File: src/rtl/shift_pkg.sv
// Shared definitions for the shift/rotate engine: operation encodings and FSM states.
package shift_pkg;

    localparam logic [2:0] SH_SHL0 = 3'd0;
    localparam logic [2:0] SH_ROL  = 3'd1;
    localparam logic [2:0] SH_SHR0 = 3'd2;
    localparam logic [2:0] SH_ROR  = 3'd3;
    localparam logic [2:0] SH_PASS = 3'd4;
    localparam logic [2:0] SH_SHL1 = 3'd5;
    localparam logic [2:0] SH_SHR1 = 3'd6;
    localparam logic [2:0] SH_SAR  = 3'd7;

    typedef enum logic [1:0] {
        IDLE = 2'd0,
        RUN  = 2'd1,
        DONE = 2'd2
    } state_t;

    // Left-moving operations shift bits out of the MSB end.
    function automatic logic is_left(input logic [2:0] mode);
        return (mode == SH_SHL0) || (mode == SH_ROL) || (mode == SH_SHL1);
    endfunction

endpackage

File: src/rtl/shift_step.sv
// Combinational single step of STEP positions for every operation mode.
// bit_out is the last bit leaving the word in this step (0 for PASS).
module shift_step
    import shift_pkg::*;
#(
    parameter int WIDTH = 8,
    parameter int STEP  = 1
) (
    input  logic [WIDTH-1:0] data,
    input  logic [2:0]       mode,
    output logic [WIDTH-1:0] result,
    output logic             bit_out
);

    logic                     fill;
    logic [WIDTH+STEP-1:0]    ext_l;
    logic [WIDTH+STEP-1:0]    ext_r;
    logic [2*WIDTH-1:0]       dbl;

    always_comb begin
        fill = 1'b0;
        case (mode)
            SH_SHL1, SH_SHR1: fill = 1'b1;
            SH_SAR:           fill = data[WIDTH-1];
            default:          fill = 1'b0;
        endcase

        ext_l = {data, {STEP{fill}}};
        ext_r = {{STEP{fill}}, data};
        dbl   = {data, data};

        result  = data;
        bit_out = 1'b0;
        case (mode)
            SH_SHL0, SH_SHL1: begin
                result  = ext_l[WIDTH-1:0];
                bit_out = data[WIDTH-STEP];
            end
            SH_ROL: begin
                result  = dbl[2*WIDTH-STEP-1:WIDTH-STEP];
                bit_out = data[WIDTH-STEP];
            end
            SH_SHR0, SH_SHR1, SH_SAR: begin
                result  = ext_r[WIDTH+STEP-1:STEP];
                bit_out = data[STEP-1];
            end
            SH_ROR: begin
                result  = dbl[WIDTH+STEP-1:STEP];
                bit_out = data[STEP-1];
            end
            default: begin
                result  = data;
                bit_out = 1'b0;
            end
        endcase
    end

endmodule

File: src/rtl/shift_unit.sv
// Multi-cycle shift/rotate engine with start/busy/done handshake.
// Optional macro SHIFT_UNIT_STEP4_EN enables four-position steps while the counter is >= 4.
//
// state | meaning
// IDLE  | waiting for start
// RUN   | one step per cycle, counter decrementing (busy=1)
// DONE  | result valid, done pulse; a start here is accepted as in IDLE
module shift_unit
    import shift_pkg::*;
#(
    parameter int WIDTH = 8,
    parameter int AMT_W = 4
) (
    input  logic             clk,
    input  logic             rst,
    input  logic             start,
    input  logic [WIDTH-1:0] din,
    input  logic [2:0]       mode,
    input  logic [AMT_W-1:0] amount,
    output logic [WIDTH-1:0] dout,
    output logic             carry,
    output logic             busy,
    output logic             done
);

    state_t           state;
    state_t           state_nx;
    logic [WIDTH-1:0] work;
    logic [AMT_W-1:0] cnt;
    logic [AMT_W-1:0] cnt_step;
    logic             carry_q;
    logic [2:0]       mode_q;
    logic             accept;

    logic [WIDTH-1:0] res1;
    logic             out1;
    logic [WIDTH-1:0] step_res;
    logic             step_out;

    shift_step #(.WIDTH(WIDTH), .STEP(1)) u_step1 (
        .data    (work),
        .mode    (mode_q),
        .result  (res1),
        .bit_out (out1)
    );

`ifdef SHIFT_UNIT_STEP4_EN
    logic [WIDTH-1:0] res4;
    logic             out4;
    logic             use4;

    shift_step #(.WIDTH(WIDTH), .STEP(4)) u_step4 (
        .data    (work),
        .mode    (mode_q),
        .result  (res4),
        .bit_out (out4)
    );

    always_comb begin
        use4     = (int'(cnt) >= 4);
        step_res = use4 ? res4 : res1;
        step_out = use4 ? out4 : out1;
        cnt_step = use4 ? (cnt - AMT_W'(4)) : (cnt - AMT_W'(1));
    end
`else
    always_comb begin
        step_res = res1;
        step_out = out1;
        cnt_step = cnt - AMT_W'(1);
    end
`endif

    always_ff @(posedge clk or posedge rst) begin
        if (rst) begin
            state <= IDLE;
        end else begin
            state <= state_nx;
        end
    end

    always_comb begin
        state_nx = state;
        accept   = 1'b0;
        busy     = 1'b0;
        done     = 1'b0;
        case (state)
            IDLE, DONE: begin
                done = (state == DONE);
                if (start) begin
                    accept   = 1'b1;
                    state_nx = ((amount == '0) || (mode == SH_PASS)) ? DONE : RUN;
                end else begin
                    state_nx = IDLE;
                end
            end
            RUN: begin
                busy = 1'b1;
                if (cnt_step == '0) begin
                    state_nx = DONE;
                end
            end
            default: state_nx = IDLE;
        endcase
    end

    always_ff @(posedge clk or posedge rst) begin
        if (rst) begin
            work    <= '0;
            cnt     <= '0;
            carry_q <= 1'b0;
            mode_q  <= SH_SHL0;
        end else if (accept) begin
            work    <= din;
            cnt     <= amount;
            carry_q <= 1'b0;
            mode_q  <= mode;
        end else if (state == RUN) begin
            work    <= step_res;
            carry_q <= step_out;
            cnt     <= cnt_step;
        end
    end

    assign dout  = work;
    assign carry = carry_q;

endmodule

File: config.mk
export PLATFORM = sky130hd
export DESIGN_NAME = shift_unit
export DESIGN_NICKNAME = d
export VERILOG_FILES = /design/src/rtl/shift_pkg.sv /design/src/rtl/shift_step.sv /design/src/rtl/shift_unit.sv
export SDC_FILE = /design/constraint.sdc
export NUM_CORES = 1
export LEC_CHECK = 0
export CAP_MARGIN = 30
export CORE_MARGIN = 2
export CORE_UTILIZATION = 50
export DETAILED_ROUTE_END_ITERATION = 8
export PLACE_DENSITY = 0.87
export SLEW_MARGIN = 15
export SYNTH_ARGS = -nofsm -noshare
export SYNTH_HDL_FRONTEND = slang
export SYNTH_SLANG_ARGS = --single-unit
File: constraint.sdc
create_clock -name clk -period 4.25 [get_ports clk]
set_input_delay 0.85 -clock clk [delete_from_list [all_inputs] [get_ports clk]]
set_output_delay 0.85 -clock clk [all_outputs]
set_load 0.005 [all_outputs]
==> impl_metrics.toml <==
[setup_path]
worstPathCellList = "nand2b_1 > inv_1 > clkdlybuf4s50_1"
cp_slowest_stage_delay_ns = 0.56
r2r_slack_ns = 2.42
cp-end-kind = "output pin"
r2r-end = "dout[7]"
start_kind = "register"
cp_slowest_cell = "clkdlybuf4s50_1"
worstPathArrival_ns = 1.69
cp.required_ns = 3.40
crit_family = "buffers and inverters"
crit_start = "state[1]"
crit_type = "reg2out"
path_max_fanout = 6
r2r_start = "mode_q[1]"
rr_worst_depth = 4
crit_buf_inv = 2

[cts]
post-cts-setup-buffers = 0
path_clk_slew_ns = 0.09
cts-htree-levels = 1
cts_tree = "done"
root_buffer = "clkbuf_4"
cts_hold_buf = 0
clockBufferDepth = 2
cts_resized = 0
cts.sink_count = 18
cts_buffers = 3
worstSkewPairLatency_ns = 0.30

[yosys]
synthCells = 118
synth_top_cell_area_share_pct = 44.0
synthTopCellsByArea = "dfrtp_1 44%, o21ai_0 6.4%, mux2i_1 5.9%, nand2_1 5.9%, nor2_1 5.9%"
ys_seq_elements = 18
synth_nets = 138
yosysTopAreaCell = "dfrtp_1"
synth_seq_area_share_pct = 44.0
synth_area_um2 = 1020
synth_cell_types = 29
syn_avg_cell_area_um2 = 8.67
ys_warn_count = 0

[worst_hold_path]
hp-class = "reg2reg"
hold_depth = 1
hold_end = "carry"
hp-start = "carry"

[timing]
tns_ns = 0
clock_skew_ns = 0.00296
relSlewSlack_pct = 55.0
fmax_mhz = 393
hold_violations = 0
fin_crit_ns = 2.54
rsz0062_at_grt = "no"
timing.final.max_slew_violations = 0
setup_viol = 0
max_slew.worst_pin.slew_ns = 0.674
timing.final.crit_share_pct = 59.9
setup_ws_ns = 1.71

[detailed_routing]
routedWlPerCell_um = 13.2
drt_pre_antenna_iters = 4
totalWireLength_mm = 2.26
drt-vias-per-instance = 5.59
drc = 0
drtIter0Drc = 15
ant_nets = 0
via_count = 956

[floorplanning]
io-pin-count = 29
dieArea_um2 = 2430
die_h_um = 49.2
core_um2 = 1940
rows = 16
initial_core_util_pct = 52.7
die_w_um = 49.2

[final_layout]
drive_gt1_share_pct = 5.56
n_fill_cell = 168
fin_area_um2 = 1330
final_nets = 166
layout.cells.most_common_list = "28 x clkdlybuf4s50_1, 18 x dfrtp_1, 16 x nor2_1, 16 x nand2_1, 13 x o21ai_0"
syn_to_final_growth_pct = 29.7
diodes = 0
final_common_cell = "clkdlybuf4s50_1"

[grt]
grtUsageTotal_pct = 21.2
grt_pass1_vias = 902
grt_overflow = 0
grt_pass1_wl_mm = 3.87
antenna_found_initial = 0
grt_max_degree = 22

[status]
status = "finished, final reports clean"

[power]
switchingPower_uw = 358
finalPower_uw = 874
leakage_nw = 0.570
p_sw_share_pct = 41.0
ir_worst_vdd_mv = 0.386
power.internal_uw = 515
power_frac_seq_pct = 38.6
combPwrFrac_pct = 51.8
clkPwrFrac_pct = 9.7
p_per_area_nw_per_um2 = 658

[placed_design]
gp_congestion = 0.888
dpl_worst_slack_ns = 1.86
dpl_cell_area_um2 = 1310
portBuffers = 28
dpl.hpwl_mm = 1.69

[job]
maxCapViolations = 0
area by class of cell:
cell class	count	area [um^2]	area share (%)
multi-input cells	87	507	38.2
flip-flops and latches	18	450	33.9
repair buffers	29	288	21.7
well taps	27	33.8	2.54
inverters	7	26.3	1.98
clock buffers	3	22.5	1.70
cell usage after synthesis:
library cell	n
or3b_4	1
o311ai_0	1
o21ai_0	13
a21oi_4	1
a21oi_1	9
ha_1	2
clkbuf_1	2
nand2b_1	3
or2_2	2
dfrtp_1	18
buf_6	2
nand2_1	16
a21boi_0	1
a21o_1	1
a221o_1	1
buf_2	2
a22oi_1	1
nor4_1	1
a22o_1	2
o211ai_1	1
inv_1	7
o2111ai_1	1
mux2i_1	6
nand4_1	1
nor2_1	16
nor3_1	1
nor2b_1	2
xnor2_1	1
o22ai_1	3
sequential cells by signal, indices dropped and copies added (netlist names):
signal,flops
dout,8
cnt,4
mode_q,3
state,2
carry,1
worst max-delay path by stage:
stage / cells past startpoint / slack, ns / endpoint
after global placement: 6 / 1.91 / dout[7]
after floorplan: 4 / 2.42 / cnt[3]
final: 3 / 1.71 / busy
after global routing: 3 / 1.61 / busy
after CTS: 3 / 1.69 / busy
after detailed placement: 6 / 1.86 / dout[7]
routing by layer:
layer	up-vias	share of wire [%]	track usage [%]
met5	-	0	0
met4	0	2.3	11.9
met3	5	5.4	4.29
met2	37	51	37.4
met1	454	41	23.4
li1	460	-	-
power groups by stage:
| stage | clock (mW) | sequential [mW] | combinational, mW |
|---|---|---|---|
| floorplan | 0 | 0.306 | 0.343 |
| global placement | 0 | 0.338 | 0.439 |
| detailed placement | 0 | 0.340 | 0.454 |
| CTS | 0.0859 | 0.337 | 0.456 |
| global route | 0.0942 | 0.351 | 0.509 |
| finish | 0.0846 | 0.337 | 0.452 |
kinds of logic (layout without fill, tap and decap cells):
kind of cell               Yosys count  count (layout)  share of synthesized area (%)
AOI/OAI and AO/OA                   35              35                           21.5
DFF                                 18              18                           44.0
and+or+nand+nor                     43              43                           18.8
buffers and inverters               13              39                           6.48
adders and majority gates            2               2                           2.44
xor gates and xnor gates             1               1                          0.856
muxes                                6               6                           5.87
stage by stage:
step	util, %	hold slack [ns]	std cells
after global routing	68.4	0.544	171
after floorplan	-	0.498	118
after detailed placement	67.2	0.515	168
after CTS	68.4	0.537	171
final	68.4	0.532	171
after global placement	67.2	0.522	168
Power figures use the tool's default switching activity.
